File: config.mk
export PLATFORM = sky130hd
export DESIGN_NAME = huffman_merge_ctrl
export DESIGN_NICKNAME = d
export VERILOG_FILES = /design/src/rtl/huffman_merge_ctrl.sv
export SDC_FILE = /design/constraint.sdc
export NUM_CORES = 1
export LEC_CHECK = 0
export ABC_AREA = 1
export CORE_AREA = 4 4 275 277
export DETAILED_ROUTE_END_ITERATION = 7
export DIE_AREA = 0 0 279 281
export PLACE_DENSITY = 0.6
export SLEW_MARGIN = 5
export SYNTH_ARGS = -nofsm -noshare
export SYNTH_HDL_FRONTEND = slang
export SYNTH_SLANG_ARGS = --single-unit
export TNS_END_PERCENT = 10
File: constraint.sdc
create_clock -name clk -period 4.7 [get_ports clk]
set_clock_uncertainty 0.1 [all_clocks]
set_input_delay 0.94 -clock clk [delete_from_list [all_inputs] [get_ports clk]]
set_output_delay 0.94 -clock clk [all_outputs]
set_load 0.005 [all_outputs]
File: src/rtl/huffman_merge_ctrl.sv
`default_nettype none
// ============================================================================
// Module   : huffman_merge_ctrl
// Purpose  : Huffman tree-build sequencer. Repeatedly scans the node-unit
//            array for the two lowest-weight valid nodes. It cleans the unit
//            holding the second-lowest node and writes the merged parent into
//            the unit holding the lowest. It then emits a merge record. The
//            build ends when a single root node remains.
// Ports    : clk, rstN          - clock, asynchronous active-low reset
//            start              - begin a build (honoured in IDLE/DONE only)
//            node_bus           - all unit outputs, unit i at [36*i +: 36]
//            node_in_o/node_wr_o- merged frame and one-hot unit write strobe
//            clean_o/clean_en_o - unit number to clean and its strobe
//            pair_*             - merge record with valid/ready handshake
//            busy/done/root_id/empty_err - build status
// Revision : 1.0 - initial release
// ============================================================================
module huffman_merge_ctrl #(
    parameter int         N           = 16,
    parameter logic [7:0] PARENT_BASE = 8'd16
) (
    input  logic            clk,
    input  logic            rstN,
    input  logic            start,
    input  logic [N*36-1:0] node_bus,
    output logic [35:0]     node_in_o,
    output logic [N-1:0]    node_wr_o,
    output logic [7:0]      clean_o,
    output logic            clean_en_o,
    output logic            pair_valid,
    input  logic            pair_ready,
    output logic [7:0]      pair_left,
    output logic [7:0]      pair_right,
    output logic [7:0]      pair_parent,
    output logic [27:0]     pair_weight,
    output logic            busy,
    output logic            done,
    output logic [7:0]      root_id,
    output logic            empty_err
);

    localparam int            IW      = $clog2(N);
    localparam logic [35:0]   c_EMPTY = 36'hF_FFFF_FFFF;
    localparam logic [27:0]   c_WINIT = 28'hFFF_FFFF;
    localparam logic [27:0]   c_WSAT  = 28'hFFF_FFFE;
    localparam logic [IW-1:0] c_LAST  = IW'(N - 1);

    typedef enum logic [2:0] {
        S_IDLE  = 3'd0,
        S_SCAN  = 3'd1,
        S_EVAL  = 3'd2,
        S_CLEAN = 3'd3,
        S_WRITE = 3'd4,
        S_EMIT  = 3'd5,
        S_DONE  = 3'd6
    } state_t;

    state_t        r_state;
    logic [IW-1:0] r_idx;
    logic [27:0]   r_min1_w;
    logic [27:0]   r_min2_w;
    logic [7:0]    r_min1_id;
    logic [7:0]    r_min2_id;
    logic [IW-1:0] r_min1_ux;
    logic [IW-1:0] r_min2_ux;
    logic [1:0]    r_cnt;
    logic [7:0]    r_parent;

    logic [35:0]   w_unit [N];
    logic [35:0]   w_cur;
    logic          w_cur_valid;
    logic [28:0]   w_sum29;
    logic [27:0]   w_sum;
    logic [N-1:0]  w_wr_onehot;

    genvar gi;
    generate
        for (gi = 0; gi < N; gi++) begin : g_unit
            assign w_unit[gi] = node_bus[36*gi +: 36];
        end
    endgenerate

    assign w_cur       = w_unit[r_idx];
    assign w_cur_valid = (w_cur != c_EMPTY);

    // Both children are valid whenever the sum is used, so the 29-bit sum
    // can only exceed the largest legal weight, never wrap unnoticed.
    assign w_sum29     = {1'b0, r_min1_w} + {1'b0, r_min2_w};
    assign w_sum       = (w_sum29 > {1'b0, c_WSAT}) ? c_WSAT : w_sum29[27:0];
    assign w_wr_onehot = {{(N-1){1'b0}}, 1'b1} << r_min1_ux;

    always_ff @(posedge clk or negedge rstN) begin
        if (!rstN) begin
            r_state     <= S_IDLE;
            r_idx       <= '0;
            r_min1_w    <= '0;
            r_min2_w    <= '0;
            r_min1_id   <= '0;
            r_min2_id   <= '0;
            r_min1_ux   <= '0;
            r_min2_ux   <= '0;
            r_cnt       <= '0;
            r_parent    <= '0;
            node_in_o   <= '0;
            node_wr_o   <= '0;
            clean_o     <= '0;
            clean_en_o  <= 1'b0;
            pair_valid  <= 1'b0;
            pair_left   <= '0;
            pair_right  <= '0;
            pair_parent <= '0;
            pair_weight <= '0;
            busy        <= 1'b0;
            done        <= 1'b0;
            root_id     <= '0;
            empty_err   <= 1'b0;
        end else begin
            case (r_state)
                S_IDLE, S_DONE: begin
                    if (start) begin
                        r_state   <= S_SCAN;
                        r_idx     <= '0;
                        r_min1_w  <= c_WINIT;
                        r_min2_w  <= c_WINIT;
                        r_cnt     <= '0;
                        r_parent  <= PARENT_BASE;
                        busy      <= 1'b1;
                        done      <= 1'b0;
                        root_id   <= '0;
                        empty_err <= 1'b0;
                    end
                end
                S_SCAN: begin
                    // Strict compares: on a weight tie the earlier unit wins
                    // the lower slot.
                    if (w_cur_valid) begin
                        if (w_cur[35:8] < r_min1_w) begin
                            r_min2_w  <= r_min1_w;
                            r_min2_id <= r_min1_id;
                            r_min2_ux <= r_min1_ux;
                            r_min1_w  <= w_cur[35:8];
                            r_min1_id <= w_cur[7:0];
                            r_min1_ux <= r_idx;
                        end else if (w_cur[35:8] < r_min2_w) begin
                            r_min2_w  <= w_cur[35:8];
                            r_min2_id <= w_cur[7:0];
                            r_min2_ux <= r_idx;
                        end
                        if (r_cnt != 2'd2) begin
                            r_cnt <= r_cnt + 2'd1;
                        end
                    end
                    if (r_idx == c_LAST) begin
                        r_state <= S_EVAL;
                    end else begin
                        r_idx <= r_idx + IW'(1);
                    end
                end
                S_EVAL: begin
                    case (r_cnt)
                        2'd0: begin
                            r_state   <= S_DONE;
                            busy      <= 1'b0;
                            done      <= 1'b1;
                            empty_err <= 1'b1;
                            root_id   <= '0;
                        end
                        2'd1: begin
                            r_state   <= S_DONE;
                            busy      <= 1'b0;
                            done      <= 1'b1;
                            empty_err <= 1'b0;
                            root_id   <= r_min1_id;
                        end
                        default: begin
                            r_state    <= S_CLEAN;
                            clean_en_o <= 1'b1;
                            clean_o    <= 8'(r_min2_ux);
                        end
                    endcase
                end
                S_CLEAN: begin
                    r_state    <= S_WRITE;
                    clean_en_o <= 1'b0;
                    node_wr_o  <= w_wr_onehot;
                    node_in_o  <= {w_sum, r_parent};
                end
                S_WRITE: begin
                    r_state     <= S_EMIT;
                    node_wr_o   <= '0;
                    node_in_o   <= '0;
                    pair_valid  <= 1'b1;
                    pair_left   <= r_min1_id;
                    pair_right  <= r_min2_id;
                    pair_parent <= r_parent;
                    pair_weight <= w_sum;
                end
                S_EMIT: begin
                    // The unit write has settled on node_bus by now, so the
                    // rescan can start right after the handshake.
                    if (pair_ready) begin
                        r_state    <= S_SCAN;
                        pair_valid <= 1'b0;
                        r_parent   <= r_parent + 8'd1;
                        r_idx      <= '0;
                        r_min1_w   <= c_WINIT;
                        r_min2_w   <= c_WINIT;
                        r_cnt      <= '0;
                    end
                end
                default: begin
                    r_state <= S_IDLE;
                end
            endcase
        end
    end

endmodule
`default_nettype wire

## After elaboration in Yosys (flattened, before gate mapping)

Cells that the tools add are included.

| storage, ports and cells | value |
|---|---|
| bits in registers | 218 |
| input port bits | 580 |
| output and inout port bits | 125 |
| logic and storage cells | 130 |

| operators by class | value |
|---|---|
| $add $sub $neg | 4 |
| $lt $le $gt $ge | 4 |
| eq/ne operators | 21 |
| shift-type cells | 1 |
| multiplexer cells | 51 |
| bitwise logic cells | 2 |
| reductions and logical operators | 24 |

Operator list:

| cell | number |
|---|---|
| 28-bit two-way mux | 8 |
| 28-bit one-hot mux with 3 select lines | 2 |
| 36-bit binary-select mux with 4-bit select | 1 |
| 36-bit two-way mux | 2 |
| 36-bit one-hot mux with 2 select lines | 1 |
| 28-bit < comparator | 2 |
| 8-bit one-hot mux with 2 select lines | 3 |
| 8-bit two-way mux | 5 |
| 36-bit inequality test (second input constant) | 1 |
| 16-bit one-hot mux with 2 select lines | 1 |
| 28-bit by 28-bit adder with 29-bit output | 1 |
| 29-bit by 28-bit > comparator with 1-bit output (second input constant) | 1 |
| 4-bit two-way mux | 5 |
| 2-bit inequality test (second input constant) | 10 |
| 3-bit one-hot mux with 6 select lines | 1 |
| 3-bit AND reduction | 6 |
| 1-bit by 4-bit << shifter with 16-bit output (first input constant) | 1 |
| 5-bit AND reduction | 3 |
| 3-bit two-way mux | 4 |
| 1-bit one-hot mux with 2 select lines | 6 |
| 4-bit one-hot mux with 3 select lines | 1 |
| 2-bit nonzero test | 6 |
| 3-bit equality test (second input constant) | 3 |
| 8-bit by 1-bit adder with 8-bit output (second input constant) | 1 |
| other kinds (19) | 32 |

## Logic depth before layout (Yosys ltp)

Gate-level depths: netlist (run 1).

| depth | value |
|---|---|
| depth after elaboration | 9 |
| mapped depth | 25 |
| depth with buffers taken out | 23 |

## Worst setup path after synthesis (run 1)

No wires, ideal clock.

| timing | value |
|---|---|
| path kind | input to register |
| start | input port node_bus[381] |
| end | register r_min2_w[18] |
| setup time | 0.066 ns |
| arrival time | 3.248 ns |
| data required time | 4.534 ns |
| path slack | 1.286 ns |
| cell stages on the path | 18 |
| buffers on the path | 2 |
| cells stage by stage | nor2_1 nor2_1 o21ai_0 nand3_1 nand3_1 nand2_1 ha_1 a21oi_1 nor2_1 a211oi_1 o221ai_1 a21oi_1 clkbuf_1 buf_1 nand3_1 nand3_1 nand2_1 nand2_1 |

| between the ends | value |
|---|---|
| longest elaborated chain between the ends | 7 |
| elaborated cells between the ends (all ways) | 12 |
| classes of those cells | 2 x order compare; 3 x eq/ne; 6 x mux; 1 x reduce/logical |

RTL lines:

| item | RTL line | RTL |
|---|---|---|
| start, declared | 25 | `input logic [N*36-1:0] node_bus,` |
| 36-bit binary-select mux with 4-bit select (*) | 83 | `assign w_cur = w_unit[r_idx];` |
| 36-bit two-way mux (implied by the code) (*) (2 in series) | 83 |  |
| 28-bit < comparator | 137 | `if (w_cur[35:8] < r_min1_w) begin` |
| 28-bit two-way mux | 137 |  |
| 28-bit two-way mux | 136 | `if (w_cur_valid) begin` |
| 28-bit one-hot mux with 3 select lines | 118 | `case (r_state)` |
| end signal, assigned | 124 | `r_min2_w <= c_WINIT;` |
| end signal, assigned | 138 | `r_min2_w <= r_min1_w;` |
| end signal, assigned | 145 | `r_min2_w <= w_cur[35:8];` |
| end, declared | 61 | `logic [27:0] r_min2_w;` |

Mark *: on every way between the ends. The rest lies on a longest branch, timed or not. The select of a mux whose other input is x is not followed.
A chain may end at the register's enable or synchronous reset.

## Final worst setup path (run 1)

| timing | value |
|---|---|
| start | register r_idx[0] |
| end | register r_min1_w[26] |

| between the ends | value |
|---|---|
| longest elaborated chain between the ends | 7 |
| elaborated cells between the ends (all ways) | 12 |
| classes of those cells | 1 x order compare; 3 x eq/ne; 6 x mux; 1 x bitwise; 1 x reduce/logical |

RTL lines:

| item | RTL line | RTL |
|---|---|---|
| start, declared | 59 | `logic [IW-1:0] r_idx;` |
| start signal, assigned | 156 | `r_idx <= r_idx + IW'(1);` |
| 4-bit inverter with 5-bit output (implied by the code) (*) | 83 |  |
| 36-bit binary-select mux with 4-bit select (*) | 83 |  |
| 36-bit two-way mux (implied by the code) (*) (2 in series) | 83 |  |
| 28-bit < comparator, or another cell as far along | 137 |  |
| 2-bit inequality test (no source line) / 28-bit two-way mux (equally long branches) | n/a |  |
| 5-bit AND reduction (no source line) / 28-bit one-hot mux with 3 select lines (equally long branches) | n/a |  |
| end signal, assigned | 123 | `r_min1_w <= c_WINIT;` |
| end signal, assigned | 141 | `r_min1_w <= w_cur[35:8];` |
| end signal, assigned | 206 | `r_min1_w <= c_WINIT;` |
| end, declared | 60 | `logic [27:0] r_min1_w;` |

Marked as above.

==> qor.yml, run 1 <==
sta:
  finalSetupViolCount: 0
  finalMaxSlewViolations: 0
  timing_worst_slew_pin_value_ns: 1.03
  rsz0062_at_grt: "false"
  final_period_minus_worst_setup_slack_ns: 4.51
  timing.final.crit_share_pct: 96.1
  holdWs_ns: 0.365
  fmax_ghz: 0.222
  setup_tns_ns: 0
  slew_headroom_pct: 30.9
  finalHoldViolCount: 0
  layout_setup_ws_ns: 0.185
setup_path:
  start_kind: "flop"
  crit_top_cell: "nand3_1"
  crit_type: "flop to flop"
  cp_data_required_time_ns: 5.06
  cp.depth: 17
  crit_path_top_delay_cell: "o21ai_0"
  reg2reg_from: "r_idx[0]$_DFFE_PN0P_"
  critical_path_buf_inv_count: 5
  cpPeakStageDelay_ns: 0.77
  reg2reg_depth: 17
  end_kind: "flop"
  crit_end: "r_min1_w[26]$_DFFE_PN0P_"
  crit_family: "simple AND/OR/NAND/NOR gates"
  crit_start: "r_idx[0]$_DFFE_PN0P_"
  worstPathCellList: "inv_8, buf_12, o21ai_0, nand3_1, nand3_1, nand2_1, ha_1, nand3_1, nor4_1, buf_4, inv_1, nor4_1, nand2_1, nand4_1, buf_4, nor2_1, nor2_1"
  critPathMaxFanout: 49
  r2r_end: "r_min1_w[26]$_DFFE_PN0P_"
  r2r_slack_ns: 0.19
  cp_data_arrival_time_ns: 4.88
global_routing:
  antenna_found_initial: 44
  grt_start_max_net_pins: 89
  overflow: 0
  track_usage_pct: 26.8
  grt_pass1_wl_mm: 157
  first_global_vias: 22700
die:
  core-area_mm2: 0.0728
  initial_core_util_pct: 26.4
  num_rows: 99
  io-pin-count: 705
  die_area_mm2: 0.0784
  die_h_um: 281
  dieWidth_um: 279
synth:
  synth_edf_count: 0
  synth_compound_area_share_pct: 9.13
  synthArstFlopShare_pct: 100
  ys_seq_area_share_pct: 28.4
  synth-simple-area-share_pct: 44.3
  synth_top_family_by_area: "simple AND/OR/NAND/NOR gates"
  yosys_warnings: 0
  avgSynthCellArea_um2: 5.95
  synth_cells: 3235
  ys.flop_type: "dfrtp_1"
  synth-xor-area-share_pct: 0.592
  yosysUniqueCellTypes: 44
  synthMuxAreaShare_pct: 0
  ys_ff_latch: 218
  netlist_area_mm2: 0.0192
  synth_fa_ha_area_share_pct: 5.76
worst_hold_path:
  hold_path.class: "input port to async pin"
final_layout:
  nets: 4555
  mostFrequentLayoutCells: "nand2_1 (1227), clkdlybuf4s50_1 (699), nand3_1 (412)"
  final_common_cell: "nand2_1"
  register_area_mm2: 0.00547
  drive_above_1_share_pct: 4.35
  num-fill-cells: 8077
  syn2layout_area_growth_pct: 47.2
  multiInputGateArea_mm2: 0.0115
  fin_util_pct: 38.9
clock_tree:
  htreeDepth: 1
  postCtsHoldBufs: 0
  clock_latency_ns: 0.55
  clk_path_buf_depth: 3
  root_buffer: "clkbuf_16"
  cts_buffers: 24
  clock-sinks: 218
  cts_setup_buffers: 0
  clk_pin_slew_ns: 0.06
  cts_tree: "yes"
outcome:
  status: "finished clean"
placement:
  preCtsSetupSlack_ns: -0.284
  hpwl_mm: 89.6
  place_congestion: 0.955
  io_buffer_count: 700
power_and_ir_drop:
  ir_drop_mv: 0.494
  finalPower_mw: 20.2
  p_leak_nw: 14.0
  p_per_area_mw_per_mm2: 714
route:
  drt_iter0_drc: 2224
  drtAntennaViolNets: 0
  firstDrtPassIters: 5
  routed_wl_mm: 109
  remaining_drc_errors: 0
  vias: 24000
  wire_per_inst_um: 22.4
  vias_per_cell: 4.92
run:
  maxCapViolations: 0
metrics by stage:
| stage | cell area, µm² | std cells |
|---|---|---|
| finish | 28300 | 4879 |
| global route | 28300 | 4872 |
| CTS | 28300 | 4863 |
| detailed placement | 27500 | 4820 |
| global placement | 27500 | 4820 |
| floorplan | 19200 | 3238 |
how the worst min path moves through the flow:
stage	startpoint	end	cells past startpoint
detailed placement	pair_weight[27]$_DFFE_PN0P_	pair_weight[27]$_DFFE_PN0P_	2
CTS	node_in_o[33]$_DFFE_PN0P_	node_in_o[33]$_DFFE_PN0P_	2
global route	node_in_o[31]$_DFFE_PN0P_	node_in_o[31]$_DFFE_PN0P_	2
global placement	node_in_o[35]$_DFFE_PN0P_	node_in_o[35]$_DFFE_PN0P_	2
finish	rstN	pair_weight[19]$_DFFE_PN0P_	1
floorplan	r_min2_id[0]$_DFFE_PN0P_	pair_right[0]$_DFFE_PN0P_	2
registers in the layout, summed over array words and instances, names as in the netlist, 2 cells and up:
register / cells
node_wr_o: 16
r_min2_w: 28
pair_right: 8
r_min2_id: 8
pair_left: 8
pair_weight: 28
r_min1_ux: 4
r_min1_id: 8
r_idx: 4
r_parent: 8
r_min2_ux: 4
r_min1_w: 28
r_cnt: 2
pair_parent: 8
r_state: 3
node_in_o: 36
root_id: 8
clean_o: 4
cell type report:
| class | count | area share [%] |
|---|---|---|
| Antenna cell | 16 | 0.141 |
| Sequential cell | 218 | 19.3 |
| Clock buffer | 35 | 2.51 |
| Inverter | 332 | 4.46 |
| Tap cell | 959 | 4.24 |
| Multi-Input combinational cell | 2503 | 40.7 |
| Clock inverter | 8 | 0.296 |
| Timing Repair Buffer | 808 | 28.3 |
metal layers:
layer | track usage [%] | wire (µm) | vias to the layer above
met5 | 0 | 40 | -
met4 | 6.26 | 2800 | 6
met2 | 45.9 | 51900 | 1025
met1 | 35.8 | 46700 | 11200
li1 | - | - | 11600
met3 | 3.59 | 7790 | 143
synthesized netlist by cell type (2+ instances only):
library cell	count	area (µm²)
ha_1	87	1090
o221ai_1	2	17.5
inv_2	3	11.3
a31oi_1	3	18.8
dfrtp_1	218	5460
o211ai_1	47	353
a21oi_2	4	35.0
nor4_1	3	18.8
buf_2	71	355
xor2_1	6	52.6
o32ai_1	2	17.5
o21bai_1	4	30.0
buf_1	16	60.1
a21oi_1	61	305
nand3b_1	4	30.0
nand2_1	1228	4610
o21ai_0	173	866
nand3_1	412	2060
nor3_1	12	60.1
inv_1	327	1230
buf_6	23	259
a211oi_1	2	15.0
nor2_1	377	1420
nand4_1	43	269
o21ai_1	7	35.0
buf_4	17	128
xnor2_1	7	61.3
o21a_1	2	15.0
clkbuf_1	58	218
a2111oi_0	2	17.5
where the power goes:
| group | internal [mW] | switching, mW | leakage, nW |
|---|---|---|---|
| Clock | 1.11 | 0.815 | 0.384 |
| Combinational | 5.35 | 9.57 | 11.0 |
| Sequential | 2.70 | 0.679 | 2.63 |
| Total | 9.16 | 11.1 | 14.0 |
cells by family (layout without fill, tap and decap cells):
| kind of cell | after synthesis | after routing |
|---|---|---|
| AND/OR/NAND/NOR | 2085 | 2085 |
| buffers and inverters | 517 | 1183 |
| AO/OA/AOI/OAI | 313 | 313 |
| flip-flops | 218 | 218 |
| adder cells (fa/ha/maj) | 88 | 88 |
| XOR/XNOR | 13 | 13 |
| other | 1 | 20 |
what timing repair did:
item                       in CTS  in global routing
setup endpoints to repair       0                  5
resized for setup               0                  1
hold endpoints to repair        0                  0
worst reg2reg max path: stages (launching register included):
cell	delay [ns]
dfrtp_4	0.46
inv_8	0.14
buf_12	0.26
o21ai_0	0.79
nand3_1	0.35
nand3_1	0.18
nand2_1	0.15
ha_1	0.31
nand3_1	0.09
nor4_1	0.23
buf_4	0.18
inv_1	0.04
nor4_1	0.16
nand2_1	0.20
nand4_1	0.27
buf_4	0.34
nor2_1	0.08
nor2_1	0.12
No activity file was read; power rests on OpenSTA's default activity.
==> run 2: changes to the inputs <==
CORE_AREA = 3 3 274 276   (was 4 4 275 277)
DIE_AREA = 0 0 277 279   (was 0 0 279 281)
==> qor.yml, run 2 (synthesis gave the netlist of run 1 again) <==
placement:
  hpwl_mm: 86.9  # was 89.6 mm
  io_buffer_count: 700  # unchanged
  place_congestion: 0.957  # was 0.955
setup_path:
  cp_data_required_time_ns: 5.08  # was 5.06 ns
  crit_type: "flop to flop"  # unchanged
  cp_data_arrival_time_ns: 4.76  # was 4.88 ns
  start_kind: "flop"  # unchanged
  r2r_slack_ns: 0.32  # was 0.19 ns
  critPathMaxFanout: 44  # was 49
  end_kind: "flop"  # unchanged
sta:
  slew_headroom_pct: 31.6  # was 30.9%
  fmax_ghz: 0.229  # was 0.222 GHz
  finalHoldViolCount: 0  # unchanged
  setup_tns_ns: 0  # unchanged
  timing.final.crit_share_pct: 93.1  # was 96.1%
  finalMaxSlewViolations: 0  # unchanged
  rsz0062_at_grt: "false"  # unchanged
  finalSetupViolCount: 0  # unchanged
  final_period_minus_worst_setup_slack_ns: 4.38  # was 4.51 ns
  timing_worst_slew_pin_value_ns: 1.03  # about the same
run:
  maxCapViolations: 0  # unchanged
route:
  drt_iter0_drc: 2138  # was 2224
  remaining_drc_errors: 0  # unchanged
  routed_wl_mm: 106  # was 109 mm
  vias: 23700  # was 24.0k
  drtAntennaViolNets: 0  # unchanged
  wire_per_inst_um: 21.6  # was 22.4 µm
  firstDrtPassIters: 8  # was 5
  vias_per_cell: 4.84  # was 4.92
global_routing:
  grt_pass1_wl_mm: 151  # was 157 mm
  first_global_vias: 22200  # was 22.7k
  track_usage_pct: 26.2  # was 26.8%
  antenna_found_initial: 44  # unchanged
  overflow: 0  # unchanged
  grt_start_max_net_pins: 89  # unchanged
clock_tree:
  cts_setup_buffers: 0  # unchanged
  clk_path_buf_depth: 3  # unchanged
  clk_pin_slew_ns: 0.06  # about the same
  clock-sinks: 218  # unchanged
  root_buffer: "clkbuf_16"  # unchanged
  cts_tree: "yes"  # unchanged
  htreeDepth: 1  # unchanged
  cts_buffers: 25  # was 24
  clock_latency_ns: 0.55  # about the same
  postCtsHoldBufs: 0  # unchanged
  post_cts_resized: 0  # unchanged
outcome:
  status: "finished clean"  # unchanged
power_and_ir_drop:
  p_leak_nw: 14.1  # was 14.0 nW
  finalPower_mw: 20.3  # was 20.2 mW
  p_per_area_mw_per_mm2: 711  # was 714 mW/mm²
  ir_drop_mv: 0.541  # was 0.494 mV
die:
  num_rows: 99  # unchanged
  io-pin-count: 705  # unchanged
  die_h_um: 279  # was 281 µm
  die_area_mm2: 0.0773  # was 0.0784 mm²
  initial_core_util_pct: 26.4  # unchanged
  core-area_mm2: 0.0728  # unchanged
  dieWidth_um: 277  # was 279 µm
final_layout:
  final_common_cell: "nand2_1"  # unchanged
  drive_above_1_share_pct: 4.77  # was 4.35%
  multiInputGateArea_mm2: 0.0115  # unchanged
  largest_reg_flops: 36  # unchanged
  nets: 4573  # was 4555
  register_area_mm2: 0.00547  # unchanged
  num-fill-cells: 7837  # was 8077
  syn2layout_area_growth_pct: 48.3  # was 47.2%
  largest_register: "node_in_o"  # unchanged
  mostFrequentLayoutCells: "nand2_1 (1227), clkdlybuf4s50_1 (699), nand3_1 (412)"  # unchanged
worst_hold_path:
  hold_path.class: "input port to async pin"  # unchanged
## run 2: cell types whose count changed in the layout (fill, tap and decap cells not counted), sizes merged
| cell | before | now |
|---|---|---|
| bufinv | 1 | 2 |
| diode | 16 | 17 |
| inv | 330 | 332 |
| clkinv | 6 | 5 |
| buf | 108 | 125 |
| clkbuf | 36 | 35 |
## run 2: routing by layer
metal  vias to the layer above  share of wire, %  global-route usage, %
met5                         -              0.12                      0
met4                        22               3.2                   8.45
met3                       175               9.0                   6.21
met2                      1038                47                   44.3
met1                     10900                40                   33.0
li1                      11600                 -                      -
## run 2: power by group
part / leakage [nW] / internal (mW) / switching [mW] / total [mW]
Sequential: 2.63 / 2.70 / 0.686 / 3.38
Clock: 0.398 / 1.16 / 0.828 / 1.99
Combinational: 11.0 / 5.49 / 9.41 / 14.9
Total: 14.1 / 9.35 / 10.9 / 20.3
## run 2: path summary, 6_finish.rpt
path / start / to / cells past startpoint
setup / recovery: r_idx[0]$_DFFE_PN0P_ / r_min1_w[22]$_DFFE_PN0P_ / 19
hold / removal: rstN / node_in_o[14]$_DFFE_PN0P_ / 1
setup reg to reg: r_idx[0]$_DFFE_PN0P_ / r_min1_w[22]$_DFFE_PN0P_ / 19
hold reg to reg: node_in_o[21]$_DFFE_PN0P_ / node_in_o[21]$_DFFE_PN0P_ / 2
max in group asynchronous: rstN / r_idx[1]$_DFFE_PN0P_ / 2
min in group clk: node_in_o[21]$_DFFE_PN0P_ / node_in_o[21]$_DFFE_PN0P_ / 2
## run 2: stage by stage
stage	instances	util (%)	setup slack, ns	instance area, µm²	hold slack, ns
floorplan	3238	-	1.29	19200	0.343
finish	4898	39.2	0.324	28500	0.356
global route	4890	39.1	0.0405	28500	0.395
global placement	4837	38.0	0.199	27600	0.363
CTS	4881	39.1	0.349	28500	0.381
detailed placement	4837	38.0	0.146	27600	0.365
## run 2: layout make-up
type	instances	share of cell area, %
tap	959	4.21
timing repair buffer	825	28.7
inverter	332	4.43
sequential	218	19.2
clock inverter	10	0.469
multi-input combinational	2503	40.5
antenna	17	0.149
clock buffer	34	2.45
## run 2: worst max-delay path, cell delays in order (launching register included)
cell	delay, ns
dfrtp_4	0.61
inv_8	0.30
buf_12	0.26
nand2_1	0.07
nand2_1	0.14
nand2_1	0.23
nand3_1	0.15
nand3_1	0.08
nand2_1	0.21
ha_1	0.27
nand2_1	0.09
nor2_1	0.05
a211oi_1	0.21
o221ai_1	0.18
a21oi_2	0.48
nand4_2	0.21
buf_4	0.19
nand2_4	0.26
nor2_1	0.07
nor2_1	0.10
==> run 3: changes to the inputs <==
CTS_CLUSTER_DIAMETER = 60   (was not set)
MAX_ROUTING_LAYER = met4   (was not set)
==> qor.yml, run 3 (synthesis gave the netlist of run 1 again) <==
global_routing:
  use_met2_pct: 46.4  # was 44.3%
  grt_pass1_wl_mm: 154  # was 151 mm
  antenna_found_initial: 36  # was 44
  first_global_vias: 22400  # was 22.2k
  gr-usage-met1_pct: 34.3  # was 33.0%
  grt_start_max_net_pins: 109  # was 89
  met3_usage_pct: 4.56  # was 6.21%
  overflow: 0  # unchanged
  track_usage_pct: 27.3  # was 26.2%
  top_usage_layer: "met2"  # unchanged
sta:
  rsz0062_at_grt: "false"  # unchanged
  timing_worst_slew_pin_value_ns: 1.02  # was 1.03 ns
  final_period_minus_worst_setup_slack_ns: 4.37  # was 4.38 ns
  fmax_ghz: 0.229  # about the same
  holdWs_ns: 0.378  # was 0.356 ns
  slew_headroom_pct: 31.4  # was 31.6%
  finalSetupViolCount: 0  # unchanged
  finalMaxSlewViolations: 0  # unchanged
  setup_tns_ns: 0  # unchanged
  timing.final.crit_share_pct: 92.9  # was 93.1%
  finalHoldViolCount: 0  # unchanged
setup_path:
  critPathMaxFanout: 54  # was 44
  start_kind: "flop"  # unchanged
  reg2reg_from: "r_idx[0]$_DFFE_PN0P_"  # unchanged
  cp_data_required_time_ns: 5.04  # was 5.08 ns
  crit_start: "r_idx[0]$_DFFE_PN0P_"  # unchanged
  cp_data_arrival_time_ns: 4.70  # was 4.76 ns
  crit_type: "flop to flop"  # unchanged
  end_kind: "flop"  # unchanged
placement:
  place_congestion: 0.974  # was 0.957
  io_buffer_count: 700  # unchanged
  hpwl_mm: 87.7  # was 86.9 mm
power_and_ir_drop:
  p_leak_nw: 14.1  # about the same
  ir_drop_mv: 0.494  # was 0.541 mV
  p_per_area_mw_per_mm2: 718  # was 711 mW/mm²
clock_tree:
  clock-sinks: 218  # unchanged
  clock_latency_ns: 0.55  # about the same
  post_cts_resized: 0  # unchanged
  root_buffer: "clkbuf_16"  # unchanged
  cts_buffers: 26  # was 25
  clk_path_buf_depth: 3  # unchanged
  clk_pin_slew_ns: 0.06  # about the same
  postCtsHoldBufs: 0  # unchanged
  cts_tree: "yes"  # unchanged
  cts_setup_buffers: 0  # unchanged
  htreeDepth: 1  # unchanged
final_layout:
  nets: 4570  # was 4573
  largest_reg_flops: 36  # unchanged
  syn2layout_area_growth_pct: 48.4  # was 48.3%
  largest_register: "node_in_o"  # unchanged
  final_common_cell: "nand2_1"  # unchanged
  mostFrequentLayoutCells: "nand2_1 (1227), clkdlybuf4s50_1 (699), nand3_1 (412)"  # unchanged
  drive_above_1_share_pct: 4.74  # was 4.77%
run:
  maxCapViolations: 0  # unchanged
route:
  firstDrtPassIters: 6  # was 8
  routed_wl_mm: 107  # was 106 mm
  vias_per_cell: 4.88  # was 4.84
  drtAntennaViolNets: 0  # unchanged
  wire_per_inst_um: 21.9  # was 21.6 µm
  vias: 23900  # was 23.7k
  remaining_drc_errors: 0  # unchanged
  drt_iter0_drc: 2138  # unchanged
die:
  die_h_um: 279  # unchanged
  io-pin-count: 705  # unchanged
  die_area_mm2: 0.0773  # unchanged
  core-area_mm2: 0.0728  # unchanged
  dieWidth_um: 277  # unchanged
  initial_core_util_pct: 26.4  # unchanged
  num_rows: 99  # unchanged
worst_hold_path:
  min_from: "node_in_o[21]$_DFFE_PN0P_"
  hold_path.class: "flop to flop"  # was input port to async pin
outcome:
  status: "finished clean"  # unchanged
==> run 3: worst paths after layout <==
path / endpoint / slack, ns / cells past startpoint
max: r_min1_id[3]$_DFFE_PN0P_ / 0.33 / 17
min: node_in_o[21]$_DFFE_PN0P_ / 0.38 / 2
max reg2reg: r_min1_id[3]$_DFFE_PN0P_ / 0.33 / 17
min reg2reg: node_in_o[21]$_DFFE_PN0P_ / 0.38 / 2
max in group asynchronous: node_in_o[2]$_DFFE_PN0P_ / 2.95 / 2
min in group asynchronous: node_in_o[26]$_DFFE_PN0P_ / 0.40 / 1
==> run 3: power by group <==
part / internal [mW] / switching (mW)
logic: 5.48 / 9.51
clock network: 1.26 / 0.859
registers: 2.70 / 0.691
total: 9.44 / 11.1
==> run 3: cell type report <==
class	instances	area, µm²
clock inverter	12	168
fill	8048	44300
clock buffer	36	728
timing repair buffer	821	8130
sequential	218	5470
inverter	332	1260
multi-input combinational	2503	11500
tap	959	1200
antenna	17	42.5
==> run 3: per-stage QoR <==
stage	power (mW)	std cells	setup slack, ns	cell area, µm²	util (%)
final	20.5	4898	0.332	28500	39.2
after global routing	22.4	4894	0.0104	28500	39.2
after CTS	20.5	4881	0.324	28500	39.1
after detailed placement	18.3	4833	0.0622	27600	37.9
after global placement	18.2	4833	0.113	27600	37.9
after floorplan	12.3	3238	1.29	19200	-
==> run 3: routing by layer <==
layer  share of wire [%]  routed length [µm]
met5                   0                   0
met1                  42               45200
met3                 7.1                7630
met2                  48               51700
met4                 2.5                2730
==> run 3: critical path: stages, from the launching register on <==
cell,delay [ns]
dfrtp_4,0.60
buf_12,0.23
buf_12,0.26
nor2_1,0.09
nor2_1,0.14
o21ai_0,0.40
nand3_1,0.20
nand3_1,0.09
nand2_1,0.27
ha_1,0.32
a21oi_1,0.20
o221ai_1,0.18
a21oi_2,0.34
nand4_1,0.22
buf_4,0.22
buf_4,0.20
nor2_1,0.12
a21oi_2,0.04
